### config.mk
export PLATFORM = sky130hd
export DESIGN_NAME = melody_sequencer
export DESIGN_NICKNAME = d
export VERILOG_FILES = /design/src/rtl/melody_sequencer.sv
export SDC_FILE = /design/constraint.sdc
export NUM_CORES = 1
export LEC_CHECK = 0
export ABC_AREA = 1
export BUFFER_PORTS_ARGS = -buffer_cell sky130_fd_sc_hd__buf_4
export CAP_MARGIN = 20
export CORE_UTILIZATION = 55
export CTS_CLUSTER_SIZE = 28
export DETAILED_ROUTE_END_ITERATION = 8
export PLACE_DENSITY = 0.81
export SETUP_SLACK_MARGIN = 0.4
export SYNTH_ARGS = -nofsm -noshare
export SYNTH_HDL_FRONTEND = slang
export SYNTH_SLANG_ARGS = --single-unit
### constraint.sdc
create_clock -name CLOCK_50 -period 1.95 [get_ports CLOCK_50]
set_input_delay 0.2925 -clock CLOCK_50 [delete_from_list [all_inputs] [get_ports CLOCK_50]]
set_output_delay 0.2925 -clock CLOCK_50 [all_outputs]
set_load 0.01 [all_outputs]
### src/rtl/melody_sequencer.sv
// Plays a fixed 16-entry song ROM as a stream of note codes.
// Each entry is timed by beats (beat counter + beats left) and then a short gap.
module melody_sequencer #(
    parameter int BEAT_CYCLES = 12500000,
    parameter int GAP_CYCLES  = 1250000
) (
    input  logic       CLOCK_50,
    input  logic       reset,
    input  logic       start,
    input  logic       stop,
    input  logic       loop_en,
    output logic [2:0] en_count,
    output logic       playing,
    output logic       done,
    output logic [3:0] note_idx
);

    localparam int BW = (BEAT_CYCLES > 1) ? $clog2(BEAT_CYCLES) : 1;
    localparam int GW = (GAP_CYCLES > 1) ? $clog2(GAP_CYCLES) : 1;
    localparam logic [BW-1:0] BEAT_LAST = BW'(BEAT_CYCLES - 1);
    localparam logic [GW-1:0] GAP_LAST  = GW'(GAP_CYCLES - 1);

    typedef enum logic [1:0] {IDLE, NOTE, GAP} state_t;

    state_t          state, state_n;
    logic [BW-1:0]   beat_cnt, beat_n;
    logic [2:0]      beats_left, left_n;
    logic [GW-1:0]   gap_cnt, gap_n;
    logic [3:0]      idx_n, idx_inc;
    logic [2:0]      en_n;
    logic            done_n;

    function automatic logic [2:0] note_of(input logic [3:0] i);
        case (i)
            4'd0, 4'd3, 4'd4, 4'd7:   note_of = 3'd1;
            4'd1, 4'd5:               note_of = 3'd2;
            4'd2, 4'd6, 4'd8, 4'd11:  note_of = 3'd3;
            4'd9, 4'd12:              note_of = 3'd6;
            4'd10, 4'd13:             note_of = 3'd7;
            default:                  note_of = 3'd0;
        endcase
    endfunction

    // dur = 0 marks the end of the song
    function automatic logic [2:0] dur_of(input logic [3:0] i);
        case (i)
            4'd10, 4'd13:    dur_of = 3'd2;
            4'd14, 4'd15:    dur_of = 3'd0;
            default:         dur_of = 3'd1;
        endcase
    endfunction

    assign idx_inc = note_idx + 4'd1;

    always_comb begin
        state_n = state;
        idx_n   = note_idx;
        beat_n  = beat_cnt;
        left_n  = beats_left;
        gap_n   = gap_cnt;
        done_n  = 1'b0;
        if (stop) begin
            state_n = IDLE;
            idx_n   = 4'd0;
            beat_n  = '0;
            left_n  = 3'd0;
            gap_n   = '0;
        end else begin
            unique case (state)
                IDLE: begin
                    if (start) begin
                        idx_n  = 4'd0;
                        beat_n = '0;
                        gap_n  = '0;
                        if (dur_of(4'd0) != 3'd0) begin
                            state_n = NOTE;
                            left_n  = dur_of(4'd0);
                        end else begin
                            done_n = 1'b1;
                        end
                    end
                end
                NOTE: begin
                    if (beat_cnt == BEAT_LAST) begin
                        beat_n = '0;
                        if (beats_left == 3'd1) begin
                            state_n = GAP;
                            gap_n   = '0;
                        end else begin
                            left_n = beats_left - 3'd1;
                        end
                    end else begin
                        beat_n = beat_cnt + 1'b1;
                    end
                end
                GAP: begin
                    if (gap_cnt == GAP_LAST) begin
                        gap_n  = '0;
                        beat_n = '0;
                        if (note_idx != 4'd15 && dur_of(idx_inc) != 3'd0) begin
                            state_n = NOTE;
                            idx_n   = idx_inc;
                            left_n  = dur_of(idx_inc);
                        end else if (loop_en && dur_of(4'd0) != 3'd0) begin
                            state_n = NOTE;
                            idx_n   = 4'd0;
                            left_n  = dur_of(4'd0);
                        end else begin
                            state_n = IDLE;
                            done_n  = 1'b1;
                        end
                    end else begin
                        gap_n = gap_cnt + 1'b1;
                    end
                end
                default: state_n = IDLE;
            endcase
        end
        // outputs are registered from the next state so they line up with it
        en_n = (state_n == NOTE) ? note_of(idx_n) : 3'd0;
    end

    always_ff @(posedge CLOCK_50 or posedge reset) begin
        if (reset) begin
            state      <= IDLE;
            beat_cnt   <= '0;
            beats_left <= 3'd0;
            gap_cnt    <= '0;
            note_idx   <= 4'd0;
            en_count   <= 3'd0;
            playing    <= 1'b0;
            done       <= 1'b0;
        end else begin
            state      <= state_n;
            beat_cnt   <= beat_n;
            beats_left <= left_n;
            gap_cnt    <= gap_n;
            note_idx   <= idx_n;
            en_count   <= en_n;
            playing    <= (state_n != IDLE);
            done       <= done_n;
        end
    end

endmodule

==> flow_metrics.tcl, run 1 <==
set metrics [dict create \
    status "aborted with a tool error" \
    stop_stage "5_1_grt" \
    error_message "[ERROR GRT-0232] Routing congestion too high. Check the congestion heatmap in the GUI." \
    dpl.hpwl_um 8120 \
    portBuffers 13 \
    gp_congestion 0.946 \
    synth_warnings 0 \
    synth_edf_count 0 \
    yosys.area.top_type_share_pct 36.0 \
    synth_area_um2 4100 \
    grt_usage_pct 73.4 \
    syn_area_per_cell_um2 7.46 \
    async_flop_share_pct 100 \
    io_pins 14 \
    synth_fp_nets 569 \
    synth-seq-cells 59 \
    grt_remaining_overflow 4 \
    cts_made_buffers 9 \
    worstEndpointGrtRepair "en_count[0]$_DFF_PP0_/D" \
    holdBufCountCts 0 \
    yosys_most_used_dff "dfrtp_1" \
    yosysMostFrequentCell "nand2_1" \
    cts_sinks 59 \
    die_h_um 88.4 \
    rows 31 \
    synth_area_leaders "dfrtp_1 36%, nand2_1 9.7%, inv_1 6.6%, nor2_1 5.3%, nand3_1 5.2%" \
    postSynthCellCount 550 \
    synth_common_cells "106 x nand2_1, 72 x inv_1, 59 x dfrtp_1" \
    worstEpCategory "register data pin" \
    ys_seq_area_share_pct 36.0 \
    die_w_um 88.4 \
    ys_types 45 \
    synth_top_area_cell "dfrtp_1" \
    grt_max_degree 28 \
    cts_buffer_depth 2 \
    initial_utilization_pct 56.9 \
    root_buffer "clkbuf_8" \
    place_ws_ps -172 \
    htreeDepth 3 \
]
==> routing by layer <==
layer | overflow | global-route usage [%]
met1 | 0 | 75.3
met2 | 2 | 88.7
met4 | 2 | 69.9
met5 | 0 | 16.9
met3 | 0 | 60.4
==> metrics by stage <==
| stage | cell area [µm²] | utilization (%) | instances | hold slack, ps | setup TNS [ps] |
|---|---|---|---|---|---|
| 3_3_place_gp | 5050 | 70.1 | 730 | 396 | -219 |
| 2_1_floorplan | 4310 | - | 550 | 392 | -142 |
| 3_5_place_dp | 5050 | 70.1 | 730 | 400 | -985 |
| 4_1_cts | 6160 | 85.4 | 775 | 32.5 | -649 |
==> logic make-up after synthesis <==
logic type | count (synthesis) | synth area share [%]
adders and majority gates | 14 | 4.27
DFF | 59 | 36.0
xor gates and xnor gates | 13 | 2.78
AOI/OAI and AO/OA | 77 | 10.5
buffers and inverters | 88 | 8.88
and+or+nand+nor | 299 | 37.6
==> what timing repair did <==
| item | in CTS |
|---|---|
| gates resized for setup | 164 |
| cloned | 4 |
| pin swaps | 44 |
| buffers inserted | 26 |
| endpoints found under the setup margin | 59 |
==> run 2, diff against run 1 <==
--- a/config.mk
+++ b/config.mk
@@ -8,11 +8,9 @@
 export ABC_AREA = 1
 export BUFFER_PORTS_ARGS = -buffer_cell sky130_fd_sc_hd__buf_4
 export CAP_MARGIN = 20
-export CORE_UTILIZATION = 55
-export CTS_CLUSTER_SIZE = 28
+export CORE_UTILIZATION = 40
 export DETAILED_ROUTE_END_ITERATION = 8
-export PLACE_DENSITY = 0.81
-export SETUP_SLACK_MARGIN = 0.4
+export PLACE_DENSITY_LB_ADDON = 0.15
 export SYNTH_ARGS = -nofsm -noshare
 export SYNTH_HDL_FRONTEND = slang
 export SYNTH_SLANG_ARGS = --single-unit
==> constraint.sdc (replaced) <==
create_clock -name CLOCK_50 -period 2.5 [get_ports CLOCK_50]
set_input_delay 0.375 -clock CLOCK_50 [delete_from_list [all_inputs] [get_ports CLOCK_50]]
set_output_delay 0.375 -clock CLOCK_50 [all_outputs]
set_load 0.01 [all_outputs]
==> flow_metrics.tcl, run 2 <==
set metrics [dict create \
    status "completed" \
    setup_viol 0 \
    layout.nets 596 \
    dieArea_um2 10700 \
    layout-drive-gt1-share_pct 16.2 \
    syn_area_per_cell_um2 7.46 \
    p_sw_w 0.000616 \
    antenna_found_initial 0 \
    worst_pin_slew_ps 599 \
    setup.worst_path.class "flop to flop" \
    fp.coreArea_um2 9860 \
    postSynthCellCount 550 \
    post_cts_buffers 0 \
    worst-path-buf-inv 1 \
    cts_made_buffers 9 \
    cp_common_cell "nand2_1" \
    hp-class "input pin to asynchronous set/reset pin" \
    synth_top_area_cell "dfrtp_1" \
    antennaDiodeCount 0 \
    critPathMaxFanout 6 \
    synth_warnings 0 \
    end_kind "flop" \
    tritoncts "yes" \
    avgRoutedWirePerCell_um 13.5 \
    layout_commonest_cell "nand2_1" \
    clk_pin_slew_worst_paths_ps 70 \
    largest_reg_flops 24 \
    fin_crit_sh_pct 92.9 \
    fin_hold_ws_ps 105 \
    root_buffer "clkbuf_8" \
    drt_pass1_iterations 4 \
    async_flop_share_pct 100 \
    crit_chain "ha_1 -> nand2_1 -> nand3_1 -> nand2_2 -> inv_1 -> nand2_2 -> nand2_4 -> o21ai_0 -> nand3_1 -> a31oi_4 -> ha_1 -> nand2_1 -> nand2_1 -> nor2_1" \
    cts_sinks 59 \
    combPwrFrac_pct 14.2 \
    grt_remaining_overflow 0 \
    layout_common_cells "106 x nand2_1, 70 x inv_1, 58 x nor2_1" \
    fmax_ghz 0.431 \
    synth-seq-cells 59 \
    gp_congestion 0.918 \
    p_leak_nw 1.93 \
    htreeDepth 3 \
    regMostFlops "beat_cnt" \
    finalHoldViolCount 0 \
    irDropWorstVdd_mv 0.265 \
    grt_pass1_wl_um 16500 \
    vias 3647 \
    reg_top3 "beat_cnt x24, gap_cnt x21, note_idx x4" \
    power.density_nw_per_um2 471 \
    synth_area_leaders "dfrtp_1 36%, nand2_1 9.7%, inv_1 6.6%, nor2_1 5.3%, nand3_1 5.2%" \
    grt_usage_pct 20.2 \
    start_kind "flop" \
    viasPerCell 5.10 \
    maxSlewViolCount 0 \
    synth_area_um2 4100 \
    maxCapViolCount 0 \
    ys_types 45 \
    drc 0 \
    dpl.hpwl_um 7310 \
    crit_slowest_cell "dfrtp_2" \
    yosys.area.top_type_share_pct 36.0 \
    p_clk_share_pct 40.3 \
    io_pins 14 \
    grt_pass1_vias 3523 \
    crit_arrival_ps 2610 \
    clkLatencyLatePin_ps 360 \
    drtIter0Drc 132 \
    placed_area_um2 4400 \
    synth_common_cells "106 x nand2_1, 72 x inv_1, 59 x dfrtp_1" \
    ys_seq_area_share_pct 36.0 \
    cp_top_family "simple AND/OR/NAND/NOR gates" \
    power.share.switching_pct 28.4 \
    pwr-share-seq_pct 45.5 \
    initial_utilization_pct 41.6 \
    rows 36 \
    area_delta_synth_final_pct 12.4 \
    worstPathRequired_ps 2790 \
    max_stage_delay_ps 450 \
    yosys_most_used_dff "dfrtp_1" \
    die_w_um 103 \
    yosysMostFrequentCell "nand2_1" \
    grt_max_degree 32 \
    max_slew_margin_pct 59.7 \
    min_period_ps 2320 \
    die_h_um 103 \
    fin_skew_ps 12.0 \
    p_int_w 0.00155 \
    routed_wl_um 9680 \
    synth_edf_count 0 \
    nFillCells 984 \
    portBuffers 13 \
    ant_nets 0 \
    fin_area_um2 4610 \
    synth_fp_nets 569 \
    cts_buffer_depth 2 \
]
run 2: cell counts after synthesis:
Identical to the previous run, type by type.
run 2: power by group through the flow:
stage | Sequential [W] | Combinational [W] | Clock, W
after CTS | 0.000987 | 0.000307 | 0.000901
after global placement | 0.00100 | 0.000304 | 0
after floorplan | 0.00101 | 0.000214 | 0
after global routing | 0.000990 | 0.000348 | 0.000943
final | 0.000988 | 0.000307 | 0.000874
after detailed placement | 0.00100 | 0.000306 | 0
run 2: logic make-up (layout without fill, tap and decap cells):
group / count (synthesis) / count (layout) / synth area share (%)
adder cells (fa/ha/maj): 14 / 14 / 4.27
AND/OR/NAND/NOR: 299 / 299 / 37.6
XOR/XNOR: 13 / 13 / 2.78
flip-flops: 59 / 59 / 36.0
AO/OA/AOI/OAI: 77 / 77 / 10.5
buffers and inverters: 88 / 120 / 8.88
run 2: tightest hold or removal path: cells and delay by family:
family | cells | cell delay [ps]
buf+inv | 3 | 490
run 2: timing repair:
item | in CTS | in global routing
setup endpoints to repair | 0 | 5
gates resized for setup | 0 | 6
hold buffers | 0 | 0
run 2: stage by stage:
stage,power [W],utilization [%],worst slack [ps],TNS [ps],instances
after floorplan,0.00122,-,302,0,550
after global placement,0.00131,44.6,208,0,699
after detailed placement,0.00131,44.6,109,0,699
after CTS,0.00219,46.5,82.0,0,715
after global routing,0.00228,46.7,-14.3,-14.3,715
final,0.00217,46.7,177,0,715
run 2: area by class of cell:
cell class	instances	area, µm²	share of cell area, %
clock buffer	11	141	3.07
timing repair buffer	23	185	4.02
multi-input combinational	403	2280	49.4
tap	133	166	3.61
clock inverter	5	52.6	1.14
sequential	59	1480	32.1
inverter	81	307	6.65
run 2: worst paths after layout:
check,start,to,slack (ps),cells after the start
max in group asynchronous,reset,beat_cnt[5],2090,3
worst max-delay path,note_idx[0],en_count[1],180,14
worst min-delay path,reset,gap_cnt[4],110,3
worst max register to register,note_idx[0],en_count[1],180,14
worst min register to register,beat_cnt[12],beat_cnt[12],500,1
min in group CLOCK_50,stop,gap_cnt[8],310,2
run 2: routing by layer:
metal | track usage (%) | routed length [µm] | vias up | share of wire (%)
met5 | 0 | 0 | - | 0
met1 | 24.7 | 4490 | 1708 | 46
li1 | - | - | 1884 | -
met3 | 5.58 | 279 | 12 | 2.9
met2 | 34.2 | 4730 | 43 | 49
met4 | 7.58 | 180 | 0 | 1.9
(Power assumes the default switching activity.)
